--- config.mk ---
export PLATFORM = sky130hd
export DESIGN_NAME = sdram_port_arbiter
export DESIGN_NICKNAME = d
export VERILOG_FILES = /design/src/rtl/sdram_port_arbiter.sv
export SDC_FILE = /design/constraint.sdc
export NUM_CORES = 1
export LEC_CHECK = 0
export ABC_AREA = 1
export BUFFER_PORTS_ARGS = -buffer_cell sky130_fd_sc_hd__buf_2
export CORE_ASPECT_RATIO = 1.75
export CORE_MARGIN = 2
export CORE_UTILIZATION = 41
export DETAILED_ROUTE_END_ITERATION = 8
export PLACE_DENSITY = 0.72
export SYNTH_ARGS = -nofsm -noshare
export SYNTH_HDL_FRONTEND = slang
export SYNTH_SLANG_ARGS = --single-unit
--- constraint.sdc ---
create_clock -name CLK -period 2 [get_ports CLK]
set_input_delay 0.1 -clock CLK [delete_from_list [all_inputs] [get_ports CLK]]
set_output_delay 0.1 -clock CLK [all_outputs]
set_load 0.1 [all_outputs]
--- src/rtl/sdram_port_arbiter.sv ---
// Round-robin owner of the SDRAM command interface for the four FIFO ports.
// One command is in flight at a time; it is held until acked or timed out, then released.
`timescale 1ns/1ps
module sdram_port_arbiter #(
  parameter int ASIZE       = 23,
  parameter int ACK_TIMEOUT = 1023
) (
  input  logic               CLK,
  input  logic               RESET_N,
  input  logic               INIT_REQ,
  input  logic [3:0]         REQ,
  input  logic [3:0]         REQ_WR,
  input  logic [4*ASIZE-1:0] REQ_ADDR,
  input  logic               CMD_ACK,
  output logic [2:0]         CMD,
  output logic [ASIZE-1:0]   ADDR,
  output logic [3:0]         GRANT,
  output logic [3:0]         DONE,
  output logic [3:0]         ERR,
  output logic               BUSY
);

  typedef enum logic [1:0] {S_IDLE, S_WAIT_ACK, S_RELEASE} state_e;

  localparam logic [2:0] CMD_NOP    = 3'b000;
  localparam logic [2:0] CMD_READA  = 3'b001;
  localparam logic [2:0] CMD_WRITEA = 3'b010;
  localparam logic [9:0] TIMEOUT_C  = 10'(ACK_TIMEOUT);

  state_e           state_q, state_d;
  logic [1:0]       last_q, last_d;
  logic [9:0]       timer_q, timer_d;
  logic [2:0]       cmd_q, cmd_d;
  logic [ASIZE-1:0] addr_q, addr_d;
  logic [3:0]       grant_q, grant_d;
  logic [3:0]       done_q, done_d;
  logic [3:0]       err_q, err_d;
  logic             busy_q, busy_d;

  logic [ASIZE-1:0] port_addr [4];
  logic [1:0]       winner;

  // Priority rotates so the port after the previous owner is looked at first.
  function automatic logic [1:0] rr_pick(input logic [3:0] req, input logic [1:0] last);
    logic [1:0] idx;
    logic [1:0] win;
    logic       found;
    win   = last;
    found = 1'b0;
    for (int i = 1; i <= 4; i++) begin
      idx = last + 2'(i);
      if (!found && req[idx]) begin
        win   = idx;
        found = 1'b1;
      end
    end
    return win;
  endfunction

  always_comb begin
    for (int p = 0; p < 4; p++) port_addr[p] = REQ_ADDR[p*ASIZE +: ASIZE];
    winner = rr_pick(REQ, last_q);
  end

  always_comb begin
    // NOTE: every next-state signal defaults to its held value first, so no
    // path through the case below can leave one unassigned and infer a latch.
    state_d = state_q;
    last_d  = last_q;
    timer_d = timer_q;
    cmd_d   = cmd_q;
    addr_d  = addr_q;
    grant_d = grant_q;
    done_d  = done_q;
    err_d   = err_q;

    unique case (state_q)
      S_IDLE: begin
        if (!INIT_REQ && (REQ != 4'b0000)) begin
          grant_d = 4'b0001 << winner;
          cmd_d   = REQ_WR[winner] ? CMD_WRITEA : CMD_READA;
          addr_d  = port_addr[winner];
          last_d  = winner;
          timer_d = '0;
          state_d = S_WAIT_ACK;
        end
      end
      S_WAIT_ACK: begin
        timer_d = timer_q + 10'd1;
        if (CMD_ACK) begin
          cmd_d   = CMD_NOP;
          done_d  = grant_q;
          state_d = S_RELEASE;
        end else if (timer_q == TIMEOUT_C) begin
          cmd_d   = CMD_NOP;
          err_d   = grant_q;
          state_d = S_RELEASE;
        end
      end
      S_RELEASE: begin
        // GRANT stays up for this one NOP cycle so the decoder sees CMD drop.
        grant_d = '0;
        done_d  = '0;
        err_d   = '0;
        state_d = S_IDLE;
      end
      default: state_d = S_IDLE;
    endcase

    busy_d = (state_d != S_IDLE);
  end

  // NOTE: state registers use non-blocking assignments so every flop samples
  // the pre-edge values regardless of the order the statements appear in.
  always_ff @(posedge CLK or negedge RESET_N) begin
    if (!RESET_N) begin
      state_q <= S_IDLE;
      last_q  <= 2'd3;
      timer_q <= '0;
      cmd_q   <= CMD_NOP;
      addr_q  <= '0;
      grant_q <= '0;
      done_q  <= '0;
      err_q   <= '0;
      busy_q  <= 1'b0;
    end else begin
      state_q <= state_d;
      last_q  <= last_d;
      timer_q <= timer_d;
      cmd_q   <= cmd_d;
      addr_q  <= addr_d;
      grant_q <= grant_d;
      done_q  <= done_d;
      err_q   <= err_d;
      busy_q  <= busy_d;
    end
  end

  assign CMD   = cmd_q;
  assign ADDR  = addr_q;
  assign GRANT = grant_q;
  assign DONE  = done_q;
  assign ERR   = err_q;
  assign BUSY  = busy_q;

endmodule

# --- After elaboration in Yosys (flattened, before gate mapping) ---
# Cells that the tools add are included.
totals:
  reg_bits: 53
  input_bits: 104
  out_inout_bits: 39
  word_cells: 87
op_classes:
  addsub: 4
  n_lt_le_gt_ge: 6
  n_eq_ne: 8
  shift: 1
  n_mux: 38
  n_bitwise: 1
  n_reduce_logical: 20
op_table:
  columns: ["operator", "n"]
  rows:
  - ["binary-select mux 23 bit (select 2 bit)", 1]
  - ["2-to-1 mux 23 bit", 2]
  - ["one-hot mux 4 bit (2 select lines)", 3]
  - ["one-hot mux 10 bit (2 select lines)", 1]
  - ["2-to-1 mux 2 bit", 8]
  - ["2-to-1 mux 4 bit", 4]
  - ["< comparator 2 x 3 -> 1 bit, second input constant", 5]
  - ["adder 10 x 1 -> 10 bit, second input constant", 1]
  - ["binary-select mux 1 bit (select 2 bit)", 5]
  - ["== test 10 bit, second input constant", 1]
  - ["2-to-1 mux 10 bit", 1]
  - ["2-to-1 mux 3 bit", 3]
  - ["2-to-1 mux 1 bit", 8]
  - ["!= test 2 bit, second input constant", 4]
  - ["AND reduction 2 bit", 4]
  - ["nonzero test 2 bit", 4]
  - ["one-hot mux 3 bit (2 select lines)", 1]
  - ["AND reduction 3 bit", 2]
  - ["adder 2 bit, second input constant", 2]
  - ["logical AND 1 bit", 4]
  - ["zero test 1 bit", 4]
  - ["one-hot mux 2 bit (2 select lines)", 1]
  - ["nonzero test 4 bit", 1]
  - ["<< shifter 1 x 2 -> 4 bit, first input constant", 1]
  - ["other kinds (7)", 7]

# --- Depth between registers and ports, before layout ---
# Gate-level depths: netlist (run 1).
logic_depth:
  word_depth: 18
  ltp_mapped: 14

# --- Worst setup path after synthesis (run 1) ---
# OpenSTA, ideal clock, no wires.
synth_timing:
  kind: "reg-to-reg"
  from: "register last_q[0]"
  to: "register addr_q[11], in the netlist ADDR[11]"
  setup_ns: 0.120
  t_arrival_ns: 1.694
  path_slack_ns: 0.186
  stages_incl_launch_ff: 14
  path_buffers: 2
  period_less_slack_ns: 1.814
  cell_sequence: "dfstp_2 -> buf_6 -> nand2_2 -> nand2_2 -> nand2_2 -> nand2_4 -> inv_4 -> nand2_2 -> nand2_2 -> a21oi_4 -> buf_8 -> nand3_1 -> nand3_1 -> nand2_1"
synth_via:
  elab_chain_cells: 17
  elab_cells_between_ends: 28
  cone_classes: "3 x add/sub; 18 x mux; 1 x bitwise; 6 x reduce/logical"
synth_rtl:
  columns: ["item", "line", "rtl"]
  rows:
  - ["start: declaration", "31", "logic [1:0] last_q, last_d;"]
  - ["start signal: assignment", "128", "last_q <= last_d;"]
  - ["adder 2 x 1 -> 2 bit", "51", "idx = last + 2'(i);"]
  - ["binary-select mux 1 bit (select 2 bit)", "52", "if (!found && req[idx]) begin"]
  - ["2-to-1 mux 1 bit (not written as such)", "52", null]
  - ["2-to-1 mux 1 bit", "52", null]
  - ["zero test 1 bit", "52", null]
  - ["logical AND 1 bit", "52", null]
  - ["2-to-1 mux 1 bit", "52", null]
  - ["zero test 1 bit", "52", null]
  - ["logical AND 1 bit", "52", null]
  - ["2-to-1 mux 1 bit", "52", null]
  - ["zero test 1 bit", "52", null]
  - ["logical AND 1 bit", "52", null]
  - ["2-to-1 mux 2 bit (*)", "52", null]
  - ["inverter 2 -> 3 bit (not written as such) (*)", "82", "addr_d = port_addr[winner];"]
  - ["binary-select mux 23 bit (select 2 bit) (*)", "82", null]
  - ["2-to-1 mux 23 bit (not written as such) (*) (2 in a row)", "82", null]
  - ["end signal: assignment", "131", "addr_q <= addr_d;"]
  - ["end: declaration", "34", "logic [ASIZE-1:0] addr_q, addr_d;"]
# Mark *: on every way between the ends. The rest lies on a longest branch, timed or not. The select of a mux whose other input is x is not followed.
# A chain may end at the register's enable or synchronous reset.

# --- Worst setup path after layout (run 1) ---
layout_timing:
  from: "register last_q[0]"
  to: "register addr_q[16], in the netlist ADDR[16]"
# Same word-level chain as after synthesis.

==> results of run 1 <==
==> per-stage QoR <==
stage	setup TNS, ns	cells	hold slack [ns]	util (%)
after floorplan	0	487	-0.196	-
after global placement	0	714	0.182	53.0
after detailed placement	0	714	0.193	53.0
after CTS	0	723	0.137	55.2
after global routing	-2.35	740	0.151	61.9
final	-0.492	740	0.140	61.9
==> state kept, by name (all words and copies together), names as in the netlist <==
register	count
state_q	2
timer_q	10
BUSY	1
last_q	2
ERR	4
CMD	2
DONE	4
ADDR	23
GRANT	4
==> cells by family (layout without fill, tap and decap cells) <==
group | after synthesis | in the layout
other | 1 | 1
XOR/XNOR | 1 | 1
AO/OA/AOI/OAI | 30 | 30
multiplexers | 3 | 3
adder cells (fa/ha/maj) | 4 | 4
buffers and inverters | 63 | 224
flip-flops | 52 | 52
AND/OR/NAND/NOR | 333 | 333
==> cell type report <==
| type | instances | area (um^2) |
|---|---|---|
| Timing Repair Buffer | 182 | 1330 |
| Clock inverter | 2 | 38.8 |
| Tap cell | 92 | 115 |
| Fill cell | 697 | 3150 |
| Multi-Input combinational cell | 372 | 2070 |
| Clock buffer | 6 | 129 |
| Sequential cell | 52 | 1300 |
| Inverter | 34 | 135 |
==> cells in the mapped netlist, types with 2 or more instances <==
cell type and instances:
nand2_1 129, buf_4 7, buf_1 2, o22ai_1 4, a21oi_1 6, o31ai_1 5, nand2_2 16, nor2_1 11
mux2_2 3, o21ai_0 12, buf_2 13, nor3_1 2, nand3_2 9, clkbuf_1 4, dfstp_2 2, buf_6 2
ha_1 4, inv_2 2, nand4_1 4, dfrtp_1 50, nand3_1 157, inv_1 31
==> layer usage <==
layer  track usage (%)  part of all wire (%)
met2              43.2                    54
met5                 0                     0
met4              11.0                   4.3
met3              3.44                   7.7
met1              27.3                    34
==> worst max path at each step <==
stage	startpoint	endpoint	slack [ns]	depth (start not counted)
floorplan	last_q[0]$_DFFE_PN1P_	ADDR[11]$_DFFE_PN0P_	0.19	13
global placement	last_q[0]$_DFFE_PN1P_	ADDR[0]$_DFFE_PN0P_	0.08	14
detailed placement	last_q[0]$_DFFE_PN1P_	ADDR[0]$_DFFE_PN0P_	0.05	14
CTS	last_q[0]$_DFFE_PN1P_	ADDR[0]$_DFFE_PN0P_	0.03	14
global route	last_q[0]$_DFFE_PN1P_	ADDR[16]$_DFFE_PN0P_	-0.16	14
finish	last_q[0]$_DFFE_PN1P_	ADDR[16]$_DFFE_PN0P_	-0.08	14
==> worst min-delay path: cells and delay by family <==
family	cells	cell delay, ns
buffers and inverters	1	0.08
and+or+nand+nor	4	0.22
==> placed cells by master (no fill, tap or decap), drive strengths merged <==
cell	n
mux2	3
conb	1
clkbuf	16
dlygate4sd3	1
nand3	166
nand4	4
a21oi	7
buf	171
dfstp	2
o21ai	13
xor2	1
bufinv	1
a22oi	1
o31ai	5
nor2	13
nand2	146
dfrtp	50
o22ai	4
nor3	3
and3	1
ha	4
inv	35
==> repair_timing <==
| action | 4_1_cts | 5_1_grt |
|---|---|---|
| setup endpoints to repair | 0 | 31 |
| endpoints found under the hold margin | 26 | 0 |
| resized for setup | 0 | 58 |
| buffers inserted | 0 | 5 |
| hold buffers | 1 | 0 |
==> flow_metrics.tcl, run 1 <==
set metrics [dict create \
    hold_path.startpoint "REQ_ADDR[71]" \
    synth_cells 487 \
    synth_top_area_share_pct 36.0 \
    path_class "register to register" \
    synth-edff-count 0 \
    rows 44 \
    synth_nets 595 \
    grt_use_total_pct 24.2 \
    diodes 0 \
    dr_total_vias 4233 \
    period_needed_ns 2.08 \
    max_slew_margin_pct 53.1 \
    worst-path-buf-inv 3 \
    hold_viol_final 0 \
    clock_skew_ns 0.00654 \
    timing.rr.end "ADDR[16]$_DFFE_PN0P_" \
    critPathTopFamily "simple AND/OR/NAND/NOR gates" \
    r2r-start "last_q[0]$_DFFE_PN1P_" \
    grt_pass1_wl_um 17600 \
    route.detailed.wl_per_inst_um 17.8 \
    synthFlopType "dfrtp_1" \
    route.detailed.drc 0 \
    clock_latency_ns 0.30 \
    clock_tree.root_cell "clkbuf_16" \
    clk_pin_slew_ns 0.07 \
    grt_pass1_vias 3879 \
    fmax_mhz 482 \
    htree_levels 2 \
    hold_end "ADDR[2]$_DFFE_PN0P_" \
    crit_top_cell "nand2_4" \
    end_kind "register" \
    synth_area_um2 3470 \
    start_util_pct 42.1 \
    ys_seq_area_share_pct 37.5 \
    slowest_delay_ns 0.58 \
    fin_nets 755 \
    grt_start_max_net_pins 35 \
    yosys.area_share.xor_xnor_pct 0.252 \
    critical_path_arrival_ns 2.26 \
    dp_hpwl_um 8290 \
    drive_gt1_share_pct 40.0 \
    clock_path_buffers 2 \
    drv_cap 0 \
    synth_top_family_by_area "simple AND/OR/NAND/NOR gates" \
    yosys_register_bits 52 \
    setup_viol 18 \
    synth-simple-area-share_pct 45.5 \
    status "finished with violations" \
    io_buffers 141 \
    fp.dieW_um 73.6 \
    cp_max_fo 7 \
    core_um2 8260 \
    chipHeight_um 126 \
    path_cells "buf_6 > nand2_2 > nand2_2 > nand2_2 > nand2_4 > nand2_4 > nand2_4 > nand2_4 > a21oi_4 > buf_12 > clkbuf_16 > nand3_1 > nand3_1 > nand2_1" \
    dieArea_um2 9260 \
    place_congestion 1.02 \
    hold_path_class "input port to register" \
    drt-total-wl_um 13200 \
    r2r_slack_ns -0.08 \
    postPlaceCellArea_um2 4380 \
    cts_made_buffers 5 \
    r2r_cells 14 \
    async_flop_share_pct 100 \
    start_kind "register" \
    grt_overflow 0 \
    place_ws_ns 0.0540 \
    fin_area_um2 5110 \
    worst_path_max_delay_cell "dfstp_2" \
    synthAdderAreaFrac_pct 1.44 \
    grt_antenna_before_repair 0 \
    synth_area_per_cell_um2 7.13 \
    drv_slew 0 \
    synth_warnings 0 \
    synth-compound-area-share_pct 5.33 \
    vias_per_cell 5.72 \
    firstDrtPassIters 5 \
    worstMarginPinSlew_ns 0.703 \
    clock_sinks 52 \
    synth_top_area_cell "dfrtp_1" \
    critPathRequiredTime_ns 2.18 \
    violations "setup timing" \
    holdPathStages 5 \
    grt_setup_unrepaired "true" \
    drtIter0Drc 338 \
    worst_slack_ns -0.0767 \
    synthMuxAreaShare_pct 0.972 \
    synthTopCellsByArea "dfrtp_1, nand3_1, nand2_1" \
    syn2layout_area_growth_pct 47.1 \
    pin_count 143 \
    post-route-period-util_pct 104 \
    synth_cell_types 34 \
    cts_tree "yes" \
    ant_nets 0 \
]
Power of run 1 is not shown: default switching activity piles up to over one toggle a cycle in this logic, so the estimate is an artifact.
==> run 2: changes to the inputs <==
BUFFER_PORTS_ARGS = not set   (was -buffer_cell sky130_fd_sc_hd__buf_2)
DONT_BUFFER_PORTS = 1   (was not set)
PLACE_DENSITY = 0.57   (was 0.72)
==> flow_metrics.tcl, run 2 (synthesis results as in run 1) <==
set metrics [dict create \
    hold_path.startpoint "CMD_ACK" \
    rows 44 \
    cp_max_fo 6 \
    grt_pass1_vias 3527 \
    start_kind "register" \
    grt_start_max_net_pins 53 \
    timing.rr.end "ADDR[3]$_DFFE_PN0P_" \
    clock_latency_ns 0.30 \
    status "finished with violations" \
    r2r_cells 13 \
    dr_total_vias 3590 \
    drtIter0Drc 196 \
    critical_path_arrival_ns 2.21 \
    multi_input_area_um2 1910 \
    grt_antenna_before_repair 0 \
    grt_overflow 0 \
    drv_slew 0 \
    core_um2 8260 \
    pin_count 143 \
    seqCellArea_um2 1300 \
    final_cell_mix "nand3_1, nand2_1, buf_4" \
    dieArea_um2 9260 \
    io_buffers 0 \
    cts_made_buffers 5 \
    fin_nets 643 \
    place_congestion 0.932 \
    fillers 823 \
    worst_slack_ns -0.0266 \
    hold_path_class "input port to register" \
    hold_viol_final 0 \
    firstDrtPassIters 5 \
    vias_per_cell 5.72 \
    violations "setup timing" \
    fin_util_pct 52.5 \
    critPathRequiredTime_ns 2.19 \
    drive_gt1_share_pct 22.9 \
    fp.dieW_um 73.6 \
    holdPathStages 2 \
    r2r-start "last_q[0]$_DFFE_PN1P_" \
    route.detailed.drc 0 \
    layout_commonest_cell "nand3_1" \
    hold_end "state_q[1]$_DFF_PN0_" \
    setup_viol 11 \
    clk_pin_slew_ns 0.07 \
    path_class "register to register" \
    drt-total-wl_um 11000 \
    start_util_pct 42.1 \
    chipHeight_um 126 \
    r2r_slack_ns -0.03 \
    route.detailed.wl_per_inst_um 17.5 \
    dp_hpwl_um 7990 \
    diodes 0 \
    grt_pass1_wl_um 17100 \
    grt_setup_unrepaired "true" \
    syn2layout_area_growth_pct 24.7 \
    cts_tree "yes" \
    clock_path_buffers 2 \
    post-route-period-util_pct 101 \
    drv_cap 0 \
    fmax_mhz 493 \
    clock_skew_ns 0.00754 \
    end_kind "register" \
    clock_sinks 52 \
    largest_reg_flops 23 \
    clock_tree.root_cell "clkbuf_16" \
    period_needed_ns 2.03 \
    grt_use_total_pct 23.6 \
    ant_nets 0 \
    htree_levels 2 \
]
## run 2: cell types whose count changed in the layout (fill, tap and decap cells not counted), moves of 2 or more
cell,change
buf_6,-4
buf_4,+39
nand3_1,+9
nand3_2,-8
nand2_8,-2
nand2_1,+16
clkinv_4,+2
nand2_2,-7
clkbuf_16,-7
buf_2,-141
nand2_4,-7
## run 2: worst max-delay path by stage
stage / startpoint / endpoint / slack, ns / cells after the start
global placement: last_q[0]$_DFFE_PN1P_ / ADDR[11]$_DFFE_PN0P_ / 0.04 / 12
global route: last_q[0]$_DFFE_PN1P_ / ADDR[3]$_DFFE_PN0P_ / -0.15 / 14
CTS: last_q[0]$_DFFE_PN1P_ / ADDR[14]$_DFFE_PN0P_ / 0.007 / 14
floorplan: last_q[0]$_DFFE_PN1P_ / ADDR[11]$_DFFE_PN0P_ / 0.19 / 13
detailed placement: last_q[0]$_DFFE_PN1P_ / ADDR[14]$_DFFE_PN0P_ / -0.03 / 14
finish: last_q[0]$_DFFE_PN1P_ / ADDR[3]$_DFFE_PN0P_ / -0.03 / 13
## run 2: stage by stage
step / setup slack, ns / cell area [um^2] / TNS, ns / hold slack, ns / std cells
floorplan: 0.186 / 3470 / 0 / -0.196 / 487
global placement: 0.0377 / 3950 / 0 / -0.194 / 610
detailed placement: -0.0320 / 3950 / -0.131 / -0.195 / 610
CTS: 0.00672 / 4150 / 0 / 0.0175 / 621
global route: -0.151 / 4330 / -3.33 / 0.0474 / 628
finish: -0.0266 / 4330 / -0.0959 / 0.0242 / 628
## run 2: area by class of cell
type,count,share of cell area (%)
clock buffer,5,2.89
clock inverter,3,0.606
inverter,34,3.06
multi-input combinational,372,44.1
sequential,52,30.1
tap,92,2.66
timing repair buffer,70,16.6
## run 2: routing by layer
metal / global-route usage [%] / wire [um] / vias to the layer above
met5: 0 / 0 / -
met4: 8.45 / 314 / 0
met3: 3.76 / 720 / 20
met2: 43.3 / 5980 / 146
met1: 26.3 / 3970 / 1694
li1: - / - / 1730
## run 2: timing repair
action                                 4_1_cts  5_1_grt
hold buffers                                 2        0
pin swaps                                    0        2
cloned                                       0        4
endpoints found under the hold margin       52        0
setup endpoints to repair                   22       29
setup buffers                                1        3
resized for setup                            0       17
## run 2: worst max-delay path, cell delays in order, from the launching register on
cell and delay, ns:
dfstp_2 0.61, nand2_1 0.13, nand2_2 0.12, nand2_2 0.09, nand2_4 0.10, nand2_4 0.06, nand2_2 0.06, nand2_2 0.08
a21oi_4 0.18, buf_12 0.15, clkbuf_16 0.14, nand3_1 0.07, nand3_1 0.08, nand2_1 0.05
Power of run 2 is left out for the same reason.
